<file path="config.mk">
export PLATFORM = sky130hd
export DESIGN_NAME = testport_write_capture_flat
export DESIGN_NICKNAME = d
export VERILOG_FILES = /design/src/rtl/testport_write_capture_if.sv /design/src/rtl/testport_write_capture.sv /design/src/flat_wrapper.sv
export SDC_FILE = /design/constraint.sdc
export NUM_CORES = 1
export LEC_CHECK = 0
export ABC_AREA = 1
export BUFFER_PORTS_ARGS = -buffer_cell sky130_fd_sc_hd__buf_2
export CORE_UTILIZATION = 55
export CTS_CLUSTER_SIZE = 8
export DETAILED_ROUTE_END_ITERATION = 7
export PLACE_DENSITY_LB_ADDON = 0.15
export SLEW_MARGIN = 20
export SYNTH_ARGS = -nofsm -noshare
export SYNTH_HDL_FRONTEND = slang
export SYNTH_SLANG_ARGS = --single-unit
</file>
<file path="constraint.sdc">
create_clock -name clk -period 4.3 [get_ports clk]
set_input_delay 0.43 -clock clk [delete_from_list [all_inputs] [get_ports clk]]
set_output_delay 0.43 -clock clk [all_outputs]
set_load 0.02 [all_outputs]
</file>
<file path="src/rtl/testport_write_capture_if.sv">
// Bus bundle for the test-port capture stage: the snooped data-memory write bus
// plus the valid/ready result stream handed to the checker.
interface testport_write_capture_if;
  logic [29:0] mem_addr;
  logic [31:0] mem_wdata;
  logic        mem_wen;
  logic        out_valid;
  logic [31:0] out_data;
  logic        out_last;
  logic        out_ready;

  // master = CPU/checker side, slave = capture block
  modport master (
    output mem_addr, mem_wdata, mem_wen, out_ready,
    input  out_valid, out_data, out_last
  );
  modport slave (
    input  mem_addr, mem_wdata, mem_wen, out_ready,
    output out_valid, out_data, out_last
  );
endinterface

</file>
<file path="src/rtl/testport_write_capture.sv">
// Snoops CPU stores to the test port, frames a begin..end session, byte-swaps
// each word and queues it in a first-word-fall-through FIFO for the checker.
module testport_write_capture #(
  parameter logic [29:0] TEST_PORT    = 30'hFF,
  parameter logic [31:0] BEGIN_SYMBOL = 32'h00000168,
  parameter logic [31:0] END_SYMBOL   = 32'hFFFFFD5D,
  parameter int unsigned DEPTH        = 8
) (
  input  logic                      clk,
  input  logic                      rst,
  testport_write_capture_if.slave   bus,
  output logic                      active,
  output logic                      done,
  output logic                      overflow,
  output logic [7:0]                word_count
);

  localparam int unsigned AW = $clog2(DEPTH);

  typedef enum logic {DET_ARMED, DET_HELD} det_e;
  typedef enum logic [1:0] {S_IDLE, S_STREAM, S_DONE} state_e;

  det_e        det_q, det_d;
  state_e      state_q, state_d;
  logic [AW:0] wr_ptr_q, wr_ptr_d, rd_ptr_q, rd_ptr_d;
  logic        overflow_q, overflow_d;
  logic [7:0]  word_count_q, word_count_d;
  logic [32:0] mem_q [DEPTH];

  logic [31:0] swapped;
  logic        hit, wr_event, is_end;
  logic        push, push_ok, pop, empty, full;
  logic [32:0] head;

  always_comb begin
    swapped  = {bus.mem_wdata[7:0], bus.mem_wdata[15:8],
                bus.mem_wdata[23:16], bus.mem_wdata[31:24]};
    hit      = bus.mem_wen && (bus.mem_addr == TEST_PORT);
    // A stalled store keeps wen high; only the first cycle after a wen-low counts.
    wr_event = hit && (det_q == DET_ARMED);
    is_end   = (swapped == END_SYMBOL);
    det_d    = bus.mem_wen ? DET_HELD : DET_ARMED;
  end

  // NOTE: every combinational output gets a default first, so no path infers a latch.
  always_comb begin
    state_d = state_q;
    push    = 1'b0;
    unique case (state_q)
      S_IDLE: begin
        if (wr_event && (swapped == BEGIN_SYMBOL)) state_d = S_STREAM;
      end
      S_STREAM: begin
        if (wr_event) begin
          push = 1'b1;
          if (is_end) state_d = S_DONE;
        end
      end
      S_DONE:  state_d = S_DONE;
      default: state_d = S_IDLE;
    endcase
  end

  // Extra pointer MSB distinguishes full from empty when the index bits match.
  always_comb begin
    empty        = (wr_ptr_q == rd_ptr_q);
    full         = (wr_ptr_q[AW] != rd_ptr_q[AW]) &&
                   (wr_ptr_q[AW-1:0] == rd_ptr_q[AW-1:0]);
    pop          = !empty && bus.out_ready;
    push_ok      = push && (!full || pop);
    wr_ptr_d     = wr_ptr_q + {{AW{1'b0}}, push_ok};
    rd_ptr_d     = rd_ptr_q + {{AW{1'b0}}, pop};
    overflow_d   = overflow_q || (push && !push_ok);
    word_count_d = (push_ok && (word_count_q != 8'hFF)) ? word_count_q + 8'd1
                                                         : word_count_q;
  end

  // NOTE: state registers use non-blocking assignments so every flop samples pre-edge values.
  always_ff @(posedge clk or negedge rst) begin
    if (!rst) begin
      det_q        <= DET_ARMED;
      state_q      <= S_IDLE;
      wr_ptr_q     <= '0;
      rd_ptr_q     <= '0;
      overflow_q   <= 1'b0;
      word_count_q <= 8'd0;
    end else begin
      det_q        <= det_d;
      state_q      <= state_d;
      wr_ptr_q     <= wr_ptr_d;
      rd_ptr_q     <= rd_ptr_d;
      overflow_q   <= overflow_d;
      word_count_q <= word_count_d;
    end
  end

  // NOTE: storage is not reset; the pointers alone define which entries are valid.
  always_ff @(posedge clk) begin
    if (push_ok) mem_q[wr_ptr_q[AW-1:0]] <= {swapped, is_end};
  end

  assign head          = mem_q[rd_ptr_q[AW-1:0]];
  assign bus.out_valid = !empty;
  assign bus.out_data  = empty ? 32'h0 : head[32:1];
  assign bus.out_last  = !empty && head[0];
  assign active        = (state_q == S_STREAM);
  assign done          = (state_q == S_DONE);
  assign overflow      = overflow_q;
  assign word_count    = word_count_q;

endmodule

</file>
<file path="src/flat_wrapper.sv">
// flat-port wrapper written by rule: the top's interface ports become plain ports
module testport_write_capture_flat 
#(
  parameter logic [29:0] TEST_PORT    = 30'hFF,
  parameter logic [31:0] BEGIN_SYMBOL = 32'h00000168,
  parameter logic [31:0] END_SYMBOL   = 32'hFFFFFD5D,
  parameter int unsigned DEPTH        = 8
)
  (clk, rst, active, done, overflow, word_count, bus_mem_addr, bus_mem_wdata, bus_mem_wen, bus_out_ready, bus_out_valid, bus_out_data, bus_out_last);
  testport_write_capture_if bus_i ();
  input  logic clk;
  input  logic rst;
  output logic active;
  output logic done;
  output logic overflow;
  output logic [7:0] word_count;
  input wire logic [$bits(bus_i.mem_addr)-1:0] bus_mem_addr;
  input wire logic [$bits(bus_i.mem_wdata)-1:0] bus_mem_wdata;
  input wire logic [$bits(bus_i.mem_wen)-1:0] bus_mem_wen;
  input wire logic [$bits(bus_i.out_ready)-1:0] bus_out_ready;
  output wire logic [$bits(bus_i.out_valid)-1:0] bus_out_valid;
  output wire logic [$bits(bus_i.out_data)-1:0] bus_out_data;
  output wire logic [$bits(bus_i.out_last)-1:0] bus_out_last;
  assign bus_i.mem_addr = bus_mem_addr;
  assign bus_i.mem_wdata = bus_mem_wdata;
  assign bus_i.mem_wen = bus_mem_wen;
  assign bus_i.out_ready = bus_out_ready;
  assign bus_out_valid = bus_i.out_valid;
  assign bus_out_data = bus_i.out_data;
  assign bus_out_last = bus_i.out_last;
  testport_write_capture #(.TEST_PORT(TEST_PORT), .BEGIN_SYMBOL(BEGIN_SYMBOL), .END_SYMBOL(END_SYMBOL), .DEPTH(DEPTH)) u_core (.clk(clk), .rst(rst), .bus(bus_i), .active(active), .done(done), .overflow(overflow), .word_count(word_count));
endmodule
</file>
### After elaboration in Yosys (flattened, before gate mapping)

Memories as Yosys holds them, arrays and structs flattened.
Index checks and enable logic that the tools add are counted.

| word-level totals | value |
|---|---|
| memory bits (writable) | 264 |
| output and inout port bits | 45 |
| word-level logic and storage cells | 49 |
| input bits | 66 |
| memories | 1 |
| flip-flop bits (word level) | 20 |

| cells by class | value |
|---|---|
| bitwise operators | 1 |
| mux-type cells | 10 |
| equality and inequality tests | 12 |
| add/sub/neg operators | 3 |
| reductions and logical operators | 16 |

Memory list:

| memory | words | width | rd ports | clocked after Yosys merged registers in | write ports | line | RTL |
|---|---|---|---|---|---|---|---|
| u_core.mem_q | 8 | 33 | 1 | 0 | 1 | testport_write_capture.sv:28 | `logic [32:0] mem_q [DEPTH];` |

Operators by type and width:

| operator | number |
|---|---|
| $eq 32x32->1 const B | 1 |
| $eq 32x9->1 const B | 1 |
| $mux 32 | 1 |
| $eq 30x8->1 const B | 1 |
| $logic_and 1x1->1 | 9 |
| $add 4x1->4 | 2 |
| $add 8x1->8 const B | 1 |
| $ne 8x8->1 const B | 1 |
| $mux 2 | 3 |
| $ne 2x1->1 const B | 3 |
| $pmux 2 s3 | 1 |
| $mux 1 | 5 |
| $eq 4x4->1 | 1 |
| $eq 3x3->1 | 1 |
| $logic_not 1->1 | 3 |
| $reduce_and 3->1 | 1 |
| $eq 2x1->1 const B | 1 |
| $eq 2x2->1 const B | 1 |
| $logic_not 2->1 | 1 |
| $logic_or 1x1->1 | 2 |
| $ne 1x1->1 | 1 |
| $not 1->1 | 1 |

### Logic depth before layout (Yosys ltp)

Gate-level depths: netlist (run 1).

| depth | value |
|---|---|
| depth in word-level cells | 9 |
| mapped depth | 11 |
| depth with buffers taken out | 11 |

### Worst setup path before layout (run 1)

OpenSTA, ideal clock, no wires.

| timing path | value |
|---|---|
| path type | input-to-reg |
| from | input bus_mem_addr[23] |
| to | memory u_core.mem_q[4][0] (enable) |
| required time | 3836 ps |
| stages on the path | 9 |
| path slack | 330 ps |
| setup time | 464 ps |
| arrival | 3506 ps |
| path buffers | 0 |
| cell sequence | nor2_1 > nand2_1 > nor2_1 > nand2_1 > nor2_4 > nand2_1 > nor2_4 > nand2_4 > nor3_1 |

| between the ends | value |
|---|---|
| word-level cells in the longest chain between the ends | 8 |

RTL lines:

| element | line | RTL |
|---|---|---|
| from (decl) | flat_wrapper.sv:17 | `input wire logic [$bits(bus_i.mem_addr)-1:0] bus_mem_addr;` |
| $eq 30x8->1 | testport_write_capture.sv:38 | `hit = bus.mem_wen && (bus.mem_addr == TEST_PORT);` |
| $logic_and 1x1->1 | testport_write_capture.sv:38 |  |
| $logic_and 1x1->1 | testport_write_capture.sv:40 | `wr_event = hit && (det_q == DET_ARMED);` |
| $mux 1 | testport_write_capture.sv:54 | `if (wr_event) begin` |
| $mux 1 | testport_write_capture.sv:49 | `unique case (state_q)` |
| $logic_and 1x1->1 | testport_write_capture.sv:70 | `push_ok = push && (!full \|\| pop);` |
| $mux 1 | testport_write_capture.sv:99 | `if (push_ok) mem_q[wr_ptr_q[AW-1:0]] <= {swapped, is_end};` |
| $mux 1 (not written as such) | testport_write_capture.sv:99 |  |
| to (decl) | testport_write_capture.sv:28 |  |

No other way between the ends.

### Final worst setup path (run 1)

| timing path | value |
|---|---|
| from | register u_core.rd_ptr_q[1] |
| to | output bus_out_data[18] |

| between the ends | value |
|---|---|
| word-level cells in the longest chain between the ends | 2 |
| elaborated cells between the ends (all ways) | 3 |
| classes of those cells | 1 x eq/ne; 1 x mux; 1 x memory |

RTL lines:

| element | line | RTL |
|---|---|---|
| from (decl) | testport_write_capture.sv:25 | `logic [AW:0] wr_ptr_q, wr_ptr_d, rd_ptr_q, rd_ptr_d;` |
| from (signal assigned) | testport_write_capture.sv:91 | `rd_ptr_q <= rd_ptr_d;` |
| $mem_v2 8x33 or $eq 4x4->1 (tied branches) | n/a |  |
| $mux 32 * | testport_write_capture.sv:104 | `assign bus.out_data = empty ? 32'h0 : head[32:1];` |
| to (decl) | flat_wrapper.sv:22 | `output wire logic [$bits(bus_i.out_data)-1:0] bus_out_data;` |

Mark *: on every way between the ends. The rest lies on a longest branch, timed or not.

==> out/results.tsv, run 1 <==
metric	value	unit
First DRT Iteration DRCs	457	
GRT Total Usage	0.2458	
post-synthesis sequential area ratio	0.7193	
die area	21890	um2
combinational family with the most area after synthesis	simple AND/OR/NAND/NOR gates	
Period minus WS final	3286	ps
later-pin clock latency in the skew report	510	ps
initial core utilization	0.5592	
Worst Setup SP	u_core.rd_ptr_q[1]	
Setup crit end	bus_out_data[18]	
Rows	53	
syn avg cell area	11.92	um2
Diodes inserted	0	
CTS tree	yes	
Yosys Warn Count	0	
most area-consuming cells after synthesis	edfxtp_1, nor2_1, o21ai_0	
Critical Path RT	3870	ps
# setup viols final	0	
critical path endpoint category	primary output	
number of global-route vias before repair	7640	
post-synthesis mux area share	0	
Max-Cap Viols	0	
post-route clock period utilization	0.7643	
fin nets	1176	
HP Class	primary input to flip-flop	
global placer's final weighted congestion	0.7546	
layout cells sized above 1	0.1803	
post-synthesis compound-gate area fraction	0.1080	
outcome	finished, final reports clean	
crit path kind	flip-flop to primary output	
Area Growth Syn to Fin	17.02	%
hpwl dp	14330	um
critical path arrival	2860	ps
I/O Buffers	110	
GRT overflow	0	
routed len/inst	18.86	um
first-pass GRT wire length	40890	um
reg2reg start	u_core.rd_ptr_q[1]	
Worst-Margin Slew	936.6	ps
Crit Path Max Fanout	35	
Slew Limit Fails	0	
Slew headroom	0.3756	
capturing point of the worst reg2reg path	u_core.rd_ptr_q[2]	
Root Buffer	clkbuf_16	
Fmax	304.3	MHz
final WL	26110	um
xor/xnor cell area share of the yosys netlist	0.004485	
power density cells	432.9	nW/um2
Yosys top cell area share	0.6766	
initial antenna violation count	0	
reg2reg path depth	9	
clk slew on worst S/H paths	50	ps
flop2flop setup slack	1440	ps
I/O pins	111	
Die W	148.0	um
Cells after Synth	983	
area of the core	20960	um2
Pwr Total	5.937	mW
Fin Clk Skew	18.91	ps
Die Span Y	148.0	um
Pleak	4.993	nW
post-synth net total	1057	
Yosys cell types	32	
antenna-violating nets left	0	
final core utilization	0.6543	
Yosys reg bits	284	
Gates resized, CTS repair	0	
Sink Count	284	
adder-cell share of the synthesized area	0.008542	
CP startpoint kind	flip-flop	
unrepaired setup endpoints after global routing	no	
Final Hold Vio Count	0	
peak supply drop	0.0003453	V
largest net degree at the start of global routing	91	
drc violations	0	
H-tree depth	2	
Cell Area, Synth	11720	um2
average vias per placed instance	5.673	
cell accounting for the most synthesized area	edfxtp_1	
Pre-antenna DRT Iters	5	
Clock Tree Buf Depth	3	
setup TNS	0	ps
vias after detailed routing	7852	
TritonCTS buffer count	41	
Post-Synth Simple-Gate Area	0.1309	
[critical path: stages, from the launching register on]
cell     delay [ps]
dfrtp_2         760
inv_2            70
nand2_1          80
nand2_1          90
nor2_4          130
nand3_2         660
o21ai_0         340
nor2_1           70
buf_2           160
[cell type report]
type | instances | area [um2]
Clock buffer | 48 | 1074
Inverter | 23 | 87.58
Timing Repair Buffer | 131 | 735.7
Clock inverter | 2 | 46.29
Sequential cell | 284 | 8433
Fill cell | 1624 | 7243
Tap cell | 275 | 344.1
Multi-Input combinational cell | 621 | 2992
[cells by family (layout without fill, tap and decap cells)]
group,count (synthesis),after routing
fa+ha+maj,8,8
simple gates,372,372
buf+inv,78,204
xor+xnor,6,6
flops,284,284
compound gates,235,235
[stage by stage]
stage | instance area [um2] | setup WS, ps | std cells | hold WS (ps)
finish | 13710 | 1014 | 1384 | 53.22
global route | 13710 | 806.6 | 1384 | 44.06
CTS | 13710 | 989.9 | 1384 | 37.07
detailed placement | 12580 | 1448 | 1333 | 401.1
global placement | 12580 | 1503 | 1333 | 399.6
floorplan | 11720 | 329.7 | 983 | 134.4
[Yosys cell counts]
library cell,count
nor3_1,10
nand2_1,59
nor2_4,3
buf_2,10
buf_1,1
nand4_2,1
o21ai_0,156
nor3_2,1
nand3_2,1
o21bai_1,1
clkbuf_2,2
buf_4,2
edfxtp_1,264
a21oi_2,1
nand3_1,13
inv_2,3
xor2_1,4
dfrtp_1,20
buf_6,3
nand2_2,2
o21ai_1,11
nand2_4,2
xnor2_1,2
nand3b_1,1
nand4_1,10
inv_1,20
clkbuf_1,37
nand3_4,1
o22ai_1,66
nor2_1,267
and2_1,1
ha_1,8
[flip-flops by register name, summed over array words and instances, names as in the netlist]
signal and cells:
u_core.overflow 1, u_core.state_q 2, u_core.rd_ptr_q 4, u_core.det_q 1
u_core.mem_q 264, u_core.wr_ptr_q 4, u_core.word_count 8
[repair_timing]
| action | in CTS | in global routing |
|---|---|---|
| endpoints found under the hold margin | 20 | 0 |
| setup buffers | 0 | 0 |
| hold buffers | 1 | 0 |
[worst min path at each step]
stage / startpoint / end / slack [ps] / cells after the start
after floorplan: rst / u_core.det_q / 130 / 0
after global placement: rst / u_core.det_q / 400 / 1
after detailed placement: rst / u_core.det_q / 400 / 1
after CTS: bus_mem_wen / u_core.det_q / 40 / 1
after global routing: bus_mem_wen / u_core.det_q / 40 / 1
final: bus_mem_wen / u_core.det_q / 50 / 1
[report_power, final]
part | switching, mW | internal [mW] | total [mW]
combinational | 0.0607 | 0.0288 | 0.0895
clock | 1.04 | 1.79 | 2.82
sequential | 0.000216 | 3.02 | 3.02
total | 1.10 | 4.84 | 5.94
[placed cells by master, fill, tap and decap left out]
cell type	netlist	routed
ha_1	8	8
o21bai_1	1	1
dfrtp_1	20	18
clkinv_2	0	1
inv_1	20	19
clkbuf_16	0	42
xnor2_1	2	2
buf_4	2	18
nand4_1	10	10
nor3_1	10	2
nand3_2	1	1
bufinv_16	0	1
nor3_2	1	9
o21ai_1	11	11
and2_1	1	1
nand2_2	2	2
clkbuf_1	37	6
nand3_1	13	13
clkinv_8	0	1
nand2_1	59	59
a21oi_2	1	1
nand3_4	1	1
dlygate4sd3_1	0	1
nor2_4	3	3
buf_12	0	2
edfxtp_1	264	264
nand3b_1	1	1
o22ai_1	66	66
nand2_4	2	2
nor2_1	267	267
inv_2	3	3
o21ai_0	156	156
buf_2	10	110
dfrtp_2	0	1
nand4_2	1	1
dfrtp_4	0	1
xor2_1	4	4
[layer usage]
| metal | share of wire | wire, um | up-vias | global-route usage |
|---|---|---|---|---|
| met5 | 0 | 0 | - | 0 |
| met2 | 0.50 | 12970 | 274 | 0.4087 |
| met3 | 0.058 | 1527 | 39 | 0.03981 |
| met4 | 0.018 | 466 | 0 | 0.07680 |
| met1 | 0.43 | 11140 | 3783 | 0.3332 |
| li1 | - | - | 3756 | - |
Note: power is estimated with default switching activity, not from simulation.
==> inputs of run 2 (changes only) <==
- CORE_UTILIZATION: 55 -> 53
- clock period: 4.3 -> 2.9 ns (I/O delays scaled with it)
==> run 2 against run 1 <==
  * Cell count up 1.0%
  * Die area up 3.7%
  * Via count about the same
  * Sequential power up 49%
  * Power up 49%
==> out/results.tsv, run 2 (synthesis results as in run 1) <==
metric	value	unit	change
Diodes inserted	0		unchanged
Die Span Y	150.7	um	was 148.0 um
met1 WL	11190	um	was 11140 um
met3 wire length	1493	um	was 1527 um
capturing point of the worst reg2reg path	u_core.mem_q[3][26]		was u_core.rd_ptr_q[2]
max reg flops	264		unchanged
global placer's final weighted congestion	0.7304		was 0.7546
Critical Path RT	2610	ps	was 3870 ps
reg2reg path depth	10		was 9
CTS tree	yes		unchanged
flop2flop setup slack	490	ps	was 1440 ps
layout cells sized above 1	0.1852		was 0.1803
die area	22710	um2	was 21890 um2
Seq pwr share	0.505		was 0.510
Pleak	5.080	nW	was 4.993 nW
critical path endpoint category	primary output		unchanged
TritonCTS buffer count	41		unchanged
largest net degree at the start of global routing	133		was 91
Hold Slack	63.47	ps	was 53.22 ps
initial core utilization	0.5386		was 0.5592
H-tree depth	2		unchanged
metal2 WL	12560	um	was 12970 um
hold depth	1		unchanged
Pre-antenna DRT Iters	5		unchanged
P_int	7.199	mW	was 4.840 mW
Slew Limit Fails	0		unchanged
Root Buffer	clkbuf_16		unchanged
fin nets	1183		was 1176
Period minus WS final	2756	ps	
commonest cells after routing, fill and taps aside	nor2_1, edfxtp_1, o21ai_0, buf_2, o22ai_1		unchanged
setup TNS	0	ps	unchanged
I/O pins	111		unchanged
first-pass GRT wire length	39830	um	was 40890 um
Rows	54		was 53
GRT overflow	0		unchanged
routed len/inst	18.34	um	was 18.86 um
clk slew on worst S/H paths	50	ps	about the same
vias after detailed routing	7845		was 7852
Clock Tree Buf Depth	3		unchanged
post-route clock period utilization	0.9503		
clock network fraction of design power	0.479		was 0.475
area of the core	21760	um2	was 20960 um2
most common cell after layout, fill and taps aside	nor2_1		unchanged
HP Class	primary input to flip-flop		unchanged
# setup viols final	0		unchanged
Fmax	362.9	MHz	
Sw Ratio	0.1887		was 0.1848
Die W	150.7	um	was 148.0 um
later-pin clock latency in the skew report	520	ps	was 510 ps
Sink Count	284		unchanged
initial antenna violation count	0		unchanged
First DRT Iteration DRCs	596		was 457
Crit Path Max Fanout	36		was 35
unrepaired setup endpoints after global routing	no		unchanged
average vias per placed instance	5.612		was 5.673
Final Hold Vio Count	0		unchanged
drc violations	0		unchanged
Slew headroom	0.5595		was 0.3756
Hold Path Sink	u_core.mem_q[2][6]		was u_core.det_q
Switching Power	1.675	mW	was 1.097 mW
logic gate share of total power	0.015		about the same
critical path arrival	2470	ps	was 2860 ps
hpwl dp	14500	um	was 14330 um
reg2reg start	u_core.wr_ptr_q[1]		was u_core.rd_ptr_q[1]
Worst-Margin Slew	660.8	ps	was 936.6 ps
FILL cells	1699		was 1624
Highest Signal Layer	met4		unchanged
I/O Buffers	110		unchanged
antenna-violating nets left	0		unchanged
final core utilization	0.6385		was 0.6543
Hold Crit Start	bus_mem_wdata[29]		was bus_mem_wen
peak supply drop	0.0005255	V	was 0.0003453 V
GRT Total Usage	0.2315		was 0.2458
final WL	25640	um	was 26110 um
Fin Clk Skew	15.05	ps	was 18.91 ps
CP startpoint kind	flip-flop		unchanged
power density cells	638.8	nW/um2	was 432.9 nW/um2
Area Growth Syn to Fin	18.56	%	was 17.02%
crit path kind	flip-flop to primary output		unchanged
Max-Cap Viols	0		unchanged
outcome	finished, final reports clean		unchanged
number of global-route vias before repair	7492		was 7640
==> run 2: cell types whose count changed in the layout (fill, tap and decap cells not counted), sizes merged <==
cell / before / now
clkbuf: 48 / 49
inv: 22 / 23
buf: 130 / 136
dlygate4sd3: 1 / 2
==> run 2: power by group through the flow <==
stage	Clock [mW]	Sequential, mW	Combinational [mW]
floorplan	0	4.56	0.0199
global placement	0	4.56	0.131
detailed placement	0	4.56	0.134
CTS	4.31	4.48	0.136
global route	4.49	4.48	0.153
finish	4.25	4.49	0.135
==> run 2: final cells by class <==
| class | instances | area [um2] | area share |
|---|---|---|---|
| inverter | 23 | 87.58 | 0.006305 |
| tap | 280 | 350.3 | 0.02522 |
| clock buffer | 49 | 1077 | 0.07755 |
| timing repair buffer | 138 | 835.8 | 0.06016 |
| sequential | 284 | 8433 | 0.6070 |
| multi-input combinational | 621 | 3042 | 0.2189 |
| clock inverter | 3 | 66.31 | 0.004773 |
==> run 2: worst max-delay path: stages (launching register included) <==
cell	delay, ps
dfrtp_1	360
buf_4	450
inv_1	320
buf_4	300
o21ai_0	280
nor2_1	60
buf_2	160
==> run 2: metal layers <==
| layer | vias up | track usage |
|---|---|---|
| met2 | 237 | 0.3776 |
| met4 | 0 | 0.06600 |
| met1 | 3789 | 0.3217 |
| met3 | 38 | 0.03939 |
| met5 | - | 0 |
| li1 | 3781 | - |
==> run 2: what timing repair did <==
item	CTS	global route
resized for setup	0	2
endpoints found under the setup margin	0	2
setup buffers	0	0
hold endpoints to repair	21	0
hold buffers	2	0
==> run 2: stage by stage <==
step	cells	cell area, um2	setup slack, ps	power [mW]
final	1398	13890	144.2	8.874
after CTS	1398	13880	82.23	8.933
after global placement	1344	12720	568.3	4.690
after detailed placement	1344	12720	507.2	4.693
after global routing	1398	13890	4.485	9.123
after floorplan	983	11760	-26.89	4.582
==> run 2: worst max path at each step <==
stage / slack [ps] / start / endpoint
3_5_place_dp: 510 / u_core.wr_ptr_q[1] / u_core.mem_q[3][1]
2_1_floorplan: -30 / u_core.state_q[1] / u_core.mem_q[0][0]
5_1_grt: 4 / u_core.rd_ptr_q[0] / bus_out_data[11]
3_3_place_gp: 570 / u_core.wr_ptr_q[1] / u_core.mem_q[7][22]
6_report: 140 / u_core.rd_ptr_q[2] / bus_out_data[30]
4_1_cts: 80 / u_core.rd_ptr_q[1] / bus_out_data[11]
==> inputs of run 3 (changes only) <==
- RECOVER_POWER: default -> 50
- clock period: 2.9 -> 2.5 ns (I/O delays scaled with it)
==> run 3 against run 2 <==
  * Core utilization rose by 1.2 points
  * Sequential share of layout area is 1.2 points lower
  * First-iteration DRC count is 23% higher
  * Highest routed layer unchanged
==> out/results.tsv, run 3 (synthesis results as in run 1) <==
metric	value	unit	change
most common cell after layout, fill and taps aside	nor2_1		unchanged
Final Cell Area	14160	um2	was 13890 um2
antenna-violating nets left	0		unchanged
initial core utilization	0.5386		unchanged
Hold Slack	116.2	ps	was 63.47 ps
global placer's final weighted congestion	0.7286		was 0.7304
Pwr Total	10.33	mW	was 8.874 mW
TritonCTS buffer count	41		unchanged
Pleak	5.079	nW	was 5.080 nW
area of the core	21760	um2	unchanged
Hold Crit Start	bus_out_ready		was bus_mem_wdata[29]
commonest cells after routing, fill and taps aside	nor2_1, edfxtp_1, o21ai_0, o22ai_1, buf_2		was nor2_1, edfxtp_1, o21ai_0, buf_2, o22ai_1
Diodes inserted	0		unchanged
Worst-Margin Slew	1081	ps	was 660.8 ps
fin nets	1197		was 1183
final WL	27990	um	was 25640 um
hpwl dp	14850	um	was 14500 um
Area Growth Syn to Fin	20.86	%	was 18.56%
critical path arrival	2210	ps	was 2470 ps
hold depth	4		was 1
peak supply drop	0.0006200	V	was 0.0005255 V
routed len/inst	19.82	um	was 18.34 um
Hold Path Sink	u_core.overflow		was u_core.mem_q[2][6]
post-route clock period utilization	0.9848		
vias after detailed routing	8129		was 7845
dpl ws	284.5	ps	was 507.2 ps
Crit Path Max Fanout	19		was 36
Die W	150.7	um	unchanged
flop2flop setup slack	300	ps	was 490 ps
GRT Total Usage	0.2479		was 0.2315
Slew Limit Fails	0		unchanged
first-pass GRT wire length	41760	um	was 39830 um
I/O pins	111		unchanged
Die Span Y	150.7	um	unchanged
clk slew on worst S/H paths	50	ps	about the same
layout cells sized above 1	0.1537		was 0.1852
max reg flops	264		unchanged
initial antenna violation count	0		unchanged
Final Hold Vio Count	0		unchanged
I/O Buffers	110		unchanged
later-pin clock latency in the skew report	510	ps	was 520 ps
Pre-antenna DRT Iters	5		unchanged
worst setup margin	38.11	ps	was 144.2 ps
unrepaired setup endpoints after global routing	yes		was no
First DRT Iteration DRCs	733		was 596
HP Class	primary input to flip-flop		unchanged
final core utilization	0.6510		was 0.6385
Clock Tree Buf Depth	3		unchanged
Post-DP Area	12820	um2	was 12720 um2
Max-Cap Viols	0		unchanged
Fin Clk Skew	17.71	ps	was 15.05 ps
critical path endpoint category	primary output		unchanged
average vias per placed instance	5.757		was 5.612
Period minus WS final	2462	ps	
capturing point of the worst reg2reg path	u_core.mem_q[0][17]		was u_core.mem_q[3][26]
GRT overflow	0		unchanged
Root Buffer	clkbuf_16		unchanged
reg2reg start	u_core.rd_ptr_q[0]		was u_core.wr_ptr_q[1]
number of global-route vias before repair	7599		was 7492
Critical Path RT	2250	ps	was 2610 ps
Slew headroom	0.2792		was 0.5595
die area	22710	um2	unchanged
reg2reg path depth	10		unchanged
CTS tree	yes		unchanged
# setup viols final	0		unchanged
Rows	54		unchanged
CP startpoint kind	flip-flop		unchanged
Sink Count	284		unchanged
drc violations	0		unchanged
power density cells	729.4	nW/um2	was 638.8 nW/um2
H-tree depth	2		unchanged
crit path kind	flip-flop to primary output		unchanged
Fmax	406.2	MHz	
largest net degree at the start of global routing	74		was 133
outcome	finished, final reports clean		unchanged
-- run 3: changes by cell type in the layout (fill, tap and decap cells not counted), moves of 3 or more --
| cell | delta |
|---|---|
| buf_4 | +3 |
| buf_16 | +5 |
| clkbuf_1 | +46 |
| buf_2 | -48 |
| buf_12 | +4 |
| clkbuf_16 | +4 |
-- run 3: how the worst max path moves through the flow --
stage / slack (ps) / cells past startpoint / end / from
2_1_floorplan: -430 / 6 / u_core.mem_q[0][0] / u_core.state_q[1]
6_report: 40 / 7 / bus_out_last / u_core.rd_ptr_q[0]
4_1_cts: -20 / 7 / bus_out_data[14] / u_core.rd_ptr_q[0]
3_5_place_dp: 280 / 10 / u_core.mem_q[0][25] / u_core.det_q
5_1_grt: -30 / 7 / bus_out_last / u_core.rd_ptr_q[0]
3_3_place_gp: 330 / 11 / u_core.mem_q[0][26] / bus_mem_addr[25]
-- run 3: power by group --
part	switching (mW)	leakage, nW	total [mW]	internal [mW]
Clock	1.84	0.557	4.98	3.14
Sequential	0.000448	2.61	5.20	5.20
Combinational	0.107	1.91	0.149	0.0423
-- run 3: metal layers --
metal / vias up / global-route usage / share of wire / wire length (um)
met5: - / 0 / 0 / 0
met4: 0 / 0.07350 / 0.020 / 569
met3: 49 / 0.04273 / 0.077 / 2167
met2: 330 / 0.3977 / 0.47 / 13200
met1: 3940 / 0.3491 / 0.43 / 12050
li1: 3810 / - / - / -
-- run 3: worst max-delay path: stages, from the launching register on --
cell and delay [ps]:
dfrtp_4 500, buf_4 190, buf_16 160, o21ai_0 100, o22ai_1 190, o21ai_0 120, nor2_1 230, buf_4 190
-- run 3: layout make-up --
class / count / area [um2]
timing repair buffer: 152 / 1099
clock buffer: 50 / 1102
sequential: 284 / 8433
inverter: 23 / 98.84
clock inverter: 2 / 38.79
tap: 280 / 350.3
fill: 1636 / 7594
multi-input combinational: 621 / 3040
-- run 3: per-stage QoR --
stage	cells	TNS, ps
finish	1412	0
detailed placement	1350	0
global placement	1350	0
CTS	1406	-55.46
global route	1412	-51.49
floorplan	983	-112700
-- run 3: timing repair --
action,CTS,global route
resized for setup,5,24
pin swaps,1,3
setup buffers,0,3
endpoints found under the setup margin,28,33
gates cloned,2,3
hold buffers,2,0
hold endpoints to repair,21,0
